===== config.mk =====
export PLATFORM = sky130hd
export DESIGN_NAME = coherence_ctrl
export DESIGN_NICKNAME = d
export VERILOG_FILES = /design/src/rtl/coherence_ctrl.sv
export SDC_FILE = /design/constraint.sdc
export NUM_CORES = 1
export LEC_CHECK = 0
export ABC_CLOCK_PERIOD_IN_PS = 6000
export BUFFER_PORTS_ARGS = -buffer_cell sky130_fd_sc_hd__buf_2
export CAP_MARGIN = 20
export CORE_MARGIN = 8
export CORE_UTILIZATION = 48
export DETAILED_ROUTE_END_ITERATION = 6
export PLACE_DENSITY = 0.8
export SLEW_MARGIN = 25
export SYNTH_ARGS = -nofsm -noshare
export SYNTH_HDL_FRONTEND = slang
export SYNTH_SLANG_ARGS = --single-unit

===== constraint.sdc =====
create_clock -name clk -period 6 [get_ports clk]
set_input_delay 0.9 -clock clk [delete_from_list [all_inputs] [get_ports clk]]
set_output_delay 0.9 -clock clk [all_outputs]
set_load 0.01 [all_outputs]

===== src/rtl/coherence_ctrl.sv =====
// Dual-core MESI coherence controller: arbitrates core intents, keeps a per-line
// directory, recalls dirty lines through copy-back and fills from main memory.
module coherence_ctrl #(
  parameter int ADDR_W = 5,
  parameter int DATA_W = 32
) (
  input  logic              clk,
  input  logic              reset,
  input  logic              rd_intent_1,
  input  logic              rd_intent_2,
  input  logic              wr_intent_1,
  input  logic              wr_intent_2,
  input  logic [ADDR_W-1:0] addr_core_1,
  input  logic [ADDR_W-1:0] addr_core_2,
  output logic              copy_back_1,
  output logic              copy_back_2,
  input  logic              cb_ack_1,
  input  logic              cb_ack_2,
  input  logic [DATA_W-1:0] cb_data_1,
  input  logic [DATA_W-1:0] cb_data_2,
  output logic              stall_1,
  output logic              stall_2,
  output logic              grant_1,
  output logic              grant_2,
  output logic              ex_or_shared_1,
  output logic              ex_or_shared_2,
  output logic [DATA_W-1:0] fill_data,
  output logic              mem_rd,
  output logic              main_mem_wr,
  output logic [ADDR_W-1:0] mem_addr,
  output logic [DATA_W-1:0] mem_wdata,
  input  logic [DATA_W-1:0] mem_rdata,
  output logic [2:0]        dbg_state
);

  localparam logic [2:0] IDLE    = 3'd0;
  localparam logic [2:0] ARB     = 3'd1;
  localparam logic [2:0] RECALL  = 3'd2;
  localparam logic [2:0] WB      = 3'd3;
  localparam logic [2:0] RD      = 3'd4;
  localparam logic [2:0] RD_WAIT = 3'd5;
  localparam logic [2:0] DONE    = 3'd6;

  localparam logic [1:0] ST_I = 2'd0;
  localparam logic [1:0] ST_S = 2'd1;
  localparam logic [1:0] ST_E = 2'd2;
  localparam logic [1:0] ST_M = 2'd3;

  localparam int LINES = 2 ** ADDR_W;

  // req/rr encode a core as 0 = core 1, 1 = core 2
  logic [2:0]        state_q, state_d;
  logic              req_q, req_d;
  logic              wr_q, wr_d;
  logic              rr_q, rr_d;
  logic [ADDR_W-1:0] addr_q, addr_d;
  logic [DATA_W-1:0] fill_q, fill_d;
  logic [DATA_W-1:0] wb_q, wb_d;
  logic [1:0]        dir1_q [LINES];
  logic [1:0]        dir1_d [LINES];
  logic [1:0]        dir2_q [LINES];
  logic [1:0]        dir2_d [LINES];

  logic       any_1, any_2, pick_2;
  logic [1:0] other_st;
  logic       ex_now;

  assign any_1    = rd_intent_1 | wr_intent_1;
  assign any_2    = rd_intent_2 | wr_intent_2;
  assign pick_2   = any_2 & (~any_1 | rr_q);
  assign other_st = req_q ? dir1_q[addr_q] : dir2_q[addr_q];
  assign ex_now   = wr_q | (other_st == ST_I);

  always_comb begin
    state_d = state_q;
    req_d   = req_q;
    wr_d    = wr_q;
    rr_d    = rr_q;
    addr_d  = addr_q;
    fill_d  = fill_q;
    wb_d    = wb_q;
    dir1_d  = dir1_q;
    dir2_d  = dir2_q;
    case (state_q)
      IDLE: begin
        if (any_1 | any_2) begin
          req_d   = pick_2;
          addr_d  = pick_2 ? addr_core_2 : addr_core_1;
          wr_d    = pick_2 ? wr_intent_2 : wr_intent_1;
          state_d = ARB;
        end
      end
      ARB:     state_d = (other_st == ST_M) ? RECALL : RD;
      RECALL: begin
        if (req_q ? cb_ack_1 : cb_ack_2) begin
          wb_d    = req_q ? cb_data_1 : cb_data_2;
          state_d = WB;
        end
      end
      WB:      state_d = RD;
      RD:      state_d = RD_WAIT;
      RD_WAIT: begin
        fill_d  = mem_rdata;
        state_d = DONE;
      end
      DONE: begin
        // A write takes ownership; a read is exclusive only if the other core holds nothing
        if (wr_q) begin
          dir1_d[addr_q] = req_q ? ST_I : ST_M;
          dir2_d[addr_q] = req_q ? ST_M : ST_I;
        end else if (other_st == ST_I) begin
          if (req_q) dir2_d[addr_q] = ST_E;
          else       dir1_d[addr_q] = ST_E;
        end else begin
          dir1_d[addr_q] = ST_S;
          dir2_d[addr_q] = ST_S;
        end
        rr_d    = ~rr_q;
        state_d = IDLE;
      end
      default: state_d = IDLE;
    endcase
  end

  always_ff @(posedge clk or posedge reset) begin
    if (reset) begin
      state_q <= IDLE;
      req_q   <= 1'b0;
      wr_q    <= 1'b0;
      rr_q    <= 1'b0;
      addr_q  <= '0;
      fill_q  <= '0;
      wb_q    <= '0;
      for (int i = 0; i < LINES; i++) begin
        dir1_q[i] <= ST_I;
        dir2_q[i] <= ST_I;
      end
    end else begin
      state_q <= state_d;
      req_q   <= req_d;
      wr_q    <= wr_d;
      rr_q    <= rr_d;
      addr_q  <= addr_d;
      fill_q  <= fill_d;
      wb_q    <= wb_d;
      dir1_q  <= dir1_d;
      dir2_q  <= dir2_d;
    end
  end

  assign copy_back_1    = (state_q == RECALL) & req_q;
  assign copy_back_2    = (state_q == RECALL) & ~req_q;
  assign grant_1        = (state_q == DONE) & ~req_q;
  assign grant_2        = (state_q == DONE) & req_q;
  assign ex_or_shared_1 = grant_1 & ex_now;
  assign ex_or_shared_2 = grant_2 & ex_now;
  // Stall drops with reset so a core never sees a stall from an aborted request
  assign stall_1        = ~reset & any_1 & ~grant_1;
  assign stall_2        = ~reset & any_2 & ~grant_2;
  assign fill_data      = fill_q;
  assign mem_rd         = (state_q == RD);
  assign main_mem_wr    = (state_q == WB);
  assign mem_addr       = addr_q;
  assign mem_wdata      = wb_q;
  assign dbg_state      = state_q;

endmodule


# Word level (Yosys, flattened, before mapping)
# Index checks and enable logic that the tools add are counted.
# W data, S select, Z words.
word_totals:
  ram_bits: 0
  wordCells: 152
  input_bits: 114
  n_memories: 0
  output_inout_bits: 82
  mem_bits_ro: 0
  ff_bits: 203
  latch_bits: 0
op_classes:
  eq_ne: 11
  multipliers: 0
  bitwise_logic: 33
  addsub: 0
  div: 0
  shift: 0
  n_lt_le_gt_ge: 2
  reduce_logical: 8
  muxes: 27
ops:
  columns: ["operator", "count"]
  rows:
  - ["$mux W64", 6]
  - ["$and A32 B32 Y32", 4]
  - ["$bwmux W64", 2]
  - ["$or A32 B32 Y32", 4]
  - ["$not A32 Y32", 2]
  - ["$mux W32", 1]
  - ["$bmux W2 S5", 2]
  - ["$pmux W3 S6", 1]
  - ["$mux W2", 8]
  - ["$and A1 B1 Y1", 11]
  - ["$demux W2 S5", 1]
  - ["$reduce_and A2 Y1", 5]
  - ["$eq A3 B3 Y1 const B", 3]
  - ["$mux W3", 3]
  - ["$eq A3 B2 Y1 const B", 2]
  - ["$ge A6 B6 Y1 const B", 1]
  - ["$lt A6 B1 Y1 const B", 1]
  - ["$ne A3 B3 Y1 const B", 2]
  - ["$not A1 Y1", 6]
  - ["$not A5 Y6", 1]
  - ["$mux W5", 1]
  - ["$or A1 B1 Y1", 5]
  - ["$ne A2 B2 Y1 const B", 2]
  - ["$eq A3 B1 Y1 const B", 1]
  - ["5 further kinds", 6]

# Logic depth before layout (Yosys ltp)
logic_depth:
  ltp_word: 10
  mapped_depth: 11
  depth_no_buf: 6

# Worst setup path before layout
# OpenSTA, ideal clock, no wires.
synth_timing:
  kind: "register to output"
  startpoint: "register addr_q[0], in the netlist mem_addr[0]"
  endpoint: "output port ex_or_shared_1"
  path_buffers: 3
  required_time_ns: 5.100
  path_slack_ns: 2.729
  path_stages_with_launch: 9
  arrival_time_ns: 2.371
  cell_sequence: "dfrtp_1 buf_4 buf_4 mux4_2 a32o_1 nor4_2 o22ai_2 buf_6 a21boi_1"
synth_via:
  elab_chain_cells: 8
  word_cells_on_any_way: 11
  classes_between: "7 x mux; 3 x bitwise; 1 x reduce/logical"
synth_lines:
  columns: ["item", "line", "source"]
  rows:
  - ["from (decl)", "56", "logic [ADDR_W-1:0] addr_q, addr_d;"]
  - ["from (signal assigned)", "143", "addr_q <= addr_d;"]
  - ["$not A5 Y6 (not written as such) *", "71", "assign other_st = req_q ? dir1_q[addr_q] : dir2_q[addr_q];"]
  - ["$bmux W2 S5", "71", null]
  - ["$mux W2 (not written as such) (2 in a row)", "71", null]
  - ["$mux W2 *", "71", null]
  - ["$logic_not A2 Y1 *", "72", "assign ex_now = wr_q | (other_st == ST_I);"]
  - ["$or A1 B1 Y1 *", "72", null]
  - ["$and A1 B1 Y1 *", "155", "assign ex_or_shared_1 = grant_1 & ex_now;"]
  - ["to (decl)", "25", "output logic ex_or_shared_1,"]
# Mark *: on every way between the ends. The rest lies on a longest branch, timed or not. The select of a mux whose other input is x is not followed.

# Final worst setup path
layout_timing:
  startpoint: "register addr_q[1], in the netlist mem_addr[1]"
  endpoint: "output port ex_or_shared_2"
layout_via:
  elab_chain_cells: 8
  word_cells_on_any_way: 11
  classes_between: "7 x mux; 3 x bitwise; 1 x reduce/logical"
layout_lines:
  columns: ["item", "line", "source"]
  rows:
  - ["$not A5 Y6 (not written as such) *", "71", null]
  - ["$bmux W2 S5", "71", null]
  - ["$mux W2 (not written as such) (2 in a row)", "71", null]
  - ["$mux W2 *", "71", null]
  - ["$logic_not A2 Y1 *", "72", null]
  - ["$or A1 B1 Y1 *", "72", null]
  - ["$and A1 B1 Y1 *", "156", "assign ex_or_shared_2 = grant_2 & ex_now;"]
  - ["to (decl)", "26", "output logic ex_or_shared_2,"]
# Marked as above.

==> metrics <==
FF/Latch Area=5086 sq um; CTS resizes=0; crit path kind=reg -> out; CP max FO=21; largest net degree at the start of global routing=204; Final Cycle Share=0.7817; Max Fclk=0.2132 GHz; fillers=1,742; leak pwr=5.618 nW; multi-input logic area=4955 sq um; number of global-route vias before repair=9,622; met3 wire len=3.960 mm; Yosys cell types=50; Synth area leaders=dfrtp_1 (49%), mux4_2 (6.5%), a22oi_1 (6.0%); Initial DRC Count=1,091; R2R Path Start=mem_addr[1]$_DFFE_PP0P_; wl on met1=12.12 mm; Avg Inst Size Synth=10.08 sq um; Hold WC Path Type=reg -> reg; Slew Viols, Final=0; area of the mapped netlist=10,430 sq um; drc violations=0; WL per Instance=22.55 um; clk slew on worst S/H paths=60 ps; asr flop ratio synth=1.000; cell area power density=540.7 nW/um^2; critical path startpoint category=flop; postcts setup bufs=0; GRT Resource Usage Total=0.2445; Met2 Routed Length=15.87 mm; fin crit period=4690 ps; Hold Crit Depth=1; crit end category=output pin; CTS max path bufs=3; R2R depth=6; clk_skew=27.23 ps; Die ar.=26,700 sq um; share of layout cells above drive strength 1=0.2650; Core Rows=54; Chip Height=163.4 um; Die Wd=163.4 um; Port Buffers=195; Post-Syn Nets=1,149; starting density of the core=0.4839; Slew @ Worst Pin=1090 ps; crit path DAT=3790 ps; GP Congestion=0.9340; top-level port count=196; EDFF count, synth=0; crit path to=ex_or_shared_2; antenna-violating nets left=0; final WL=33.46 mm; placed inst area=11,500 sq um; number of hold buffers added after CTS=0; final setup fails=0; initial antenna violation count=0; setup TNS=0 ps; Area Growth Syn to Fin=17.48%; Mapped Cells=1,035; Peak VDD IR=0.0004676 V; post-synth top area share=0.4871; top routing layer in use=met4; Seq cells post-synth=203; Final nets=1,304; leading area contributor after synthesis=dfrtp_1; routed vias=9,358; GRT overflow=0; YS warnings=0; CTS Buf Count=22; hpwl dp=22.23 mm; Post-synth top flop=dfrtp_1; Vias/cell=6.306; core area=21,550 sq um; Slew headroom=0.2717; reg2reg setup slack=2170 ps; RSZ-0062 raised after global routing=false; WP data required=5100 ps; first-pass GRT wire length=51.94 mm; htree depth=1; CP startpoint=mem_addr[1]$_DFFE_PP0P_; Max Cap Viol=0; Seq/Total Area, Yosys=0.4871; ANT cells=0; fin area=12,250 sq um; outcome=completed; Root Driver=clkbuf_16; TritonCTS clock tree=yes; final hold vios=0; first drt pass iteration count=6; CTS Sinks=203; Clock Latency Late Sink=520 ps
[layout by cell type (no fill, tap or decap), types with 5 or more instances in the layout]
cell / n
mux2i_1: 43
a21oi_1: 104
buf_4: 10
clkbuf_8: 5
mux4_2: 30
nand2_1: 104
o311ai_0: 6
clkbuf_16: 22
nor2b_1: 7
nor2_1: 109
buf_2: 196
nor3_1: 13
inv_1: 5
or3_1: 5
a22oi_1: 83
mux2_2: 33
o21ai_0: 104
dfrtp_1: 200
a21o_1: 38
o31ai_1: 8
o311ai_1: 7
[synth_stat cells (all sizes together), types with 5 or more instances]
cell type	n
o311ai	13
mux4	30
a21o	38
nor2b	7
o21ai	106
clkbuf	57
buf	21
a22oi	83
dfrtp	203
a21oi	104
nor3	13
nand2	104
nor2	111
mux2	33
mux2i	43
o31ai	8
inv	6
or3	5
[logic make-up after synthesis]
kind of cell,share of synthesized area
AOI/OAI and AO/OA,0.2222
xor gates and xnor gates,0.0008400
buffers and inverters,0.03935
DFF,0.4871
muxes,0.1417
and+or+nand+nor,0.1088
[worst max-delay path, stage by stage, from the launching register on]
cell       delay [ps]
dfrtp_1           750
nor2b_1           970
a22oi_1           270
and3_1            310
a2111oi_4         450
o22ai_4           170
a21boi_1          170
buf_2             180
[worst min path at each step]
stage                                   start                   endpoint  slack, ps
floorplan                                flop                       flop        470
global placement    fill_data[28]$_DFFE_PP0N_  fill_data[28]$_DFFE_PP0N_        480
detailed placement   fill_data[1]$_DFFE_PP0N_   fill_data[1]$_DFFE_PP0N_        490
CTS                 fill_data[12]$_DFFE_PP0N_  fill_data[12]$_DFFE_PP0N_        510
global route        fill_data[12]$_DFFE_PP0N_  fill_data[12]$_DFFE_PP0N_        520
finish               fill_data[0]$_DFFE_PP0N_   fill_data[0]$_DFFE_PP0N_        500
[power by group]
part	total [mW]	switching, mW	internal (mW)
Combinational	2.87	1.80	1.07
Clock	1.33	0.554	0.780
Sequential	2.42	0.533	1.89
Total	6.63	2.89	3.74
[per-stage QoR]
stage               setup WS, ps  cells  utilization  hold slack [ps]  total power, mW
floorplan                   2470   1035            -            466.1            4.266
global placement            2022   1444       0.5337            482.7            5.111
detailed placement          1928   1444       0.5337            490.4            5.194
CTS                         1389   1482       0.5667            508.8            6.560
global route                1168   1484       0.5684            517.6            6.925
finish                      1310   1484       0.5684            501.5            6.625
[final cells by class]
type,count,area share
Clock buffer,31,0.05178
Inverter,8,0.002757
Clock inverter,7,0.006332
Sequential cell,203,0.4151
Tap cell,280,0.02859
Multi-Input combinational cell,746,0.4044
Timing Repair Buffer,209,0.09099
[routing by layer]
layer	global-route usage	vias to the layer above
met4	0.1043	0
met3	0.07006	107
li1	-	4118
met5	0	-
met1	0.2985	4487
met2	0.3991	646
(Power assumes the default switching activity.)
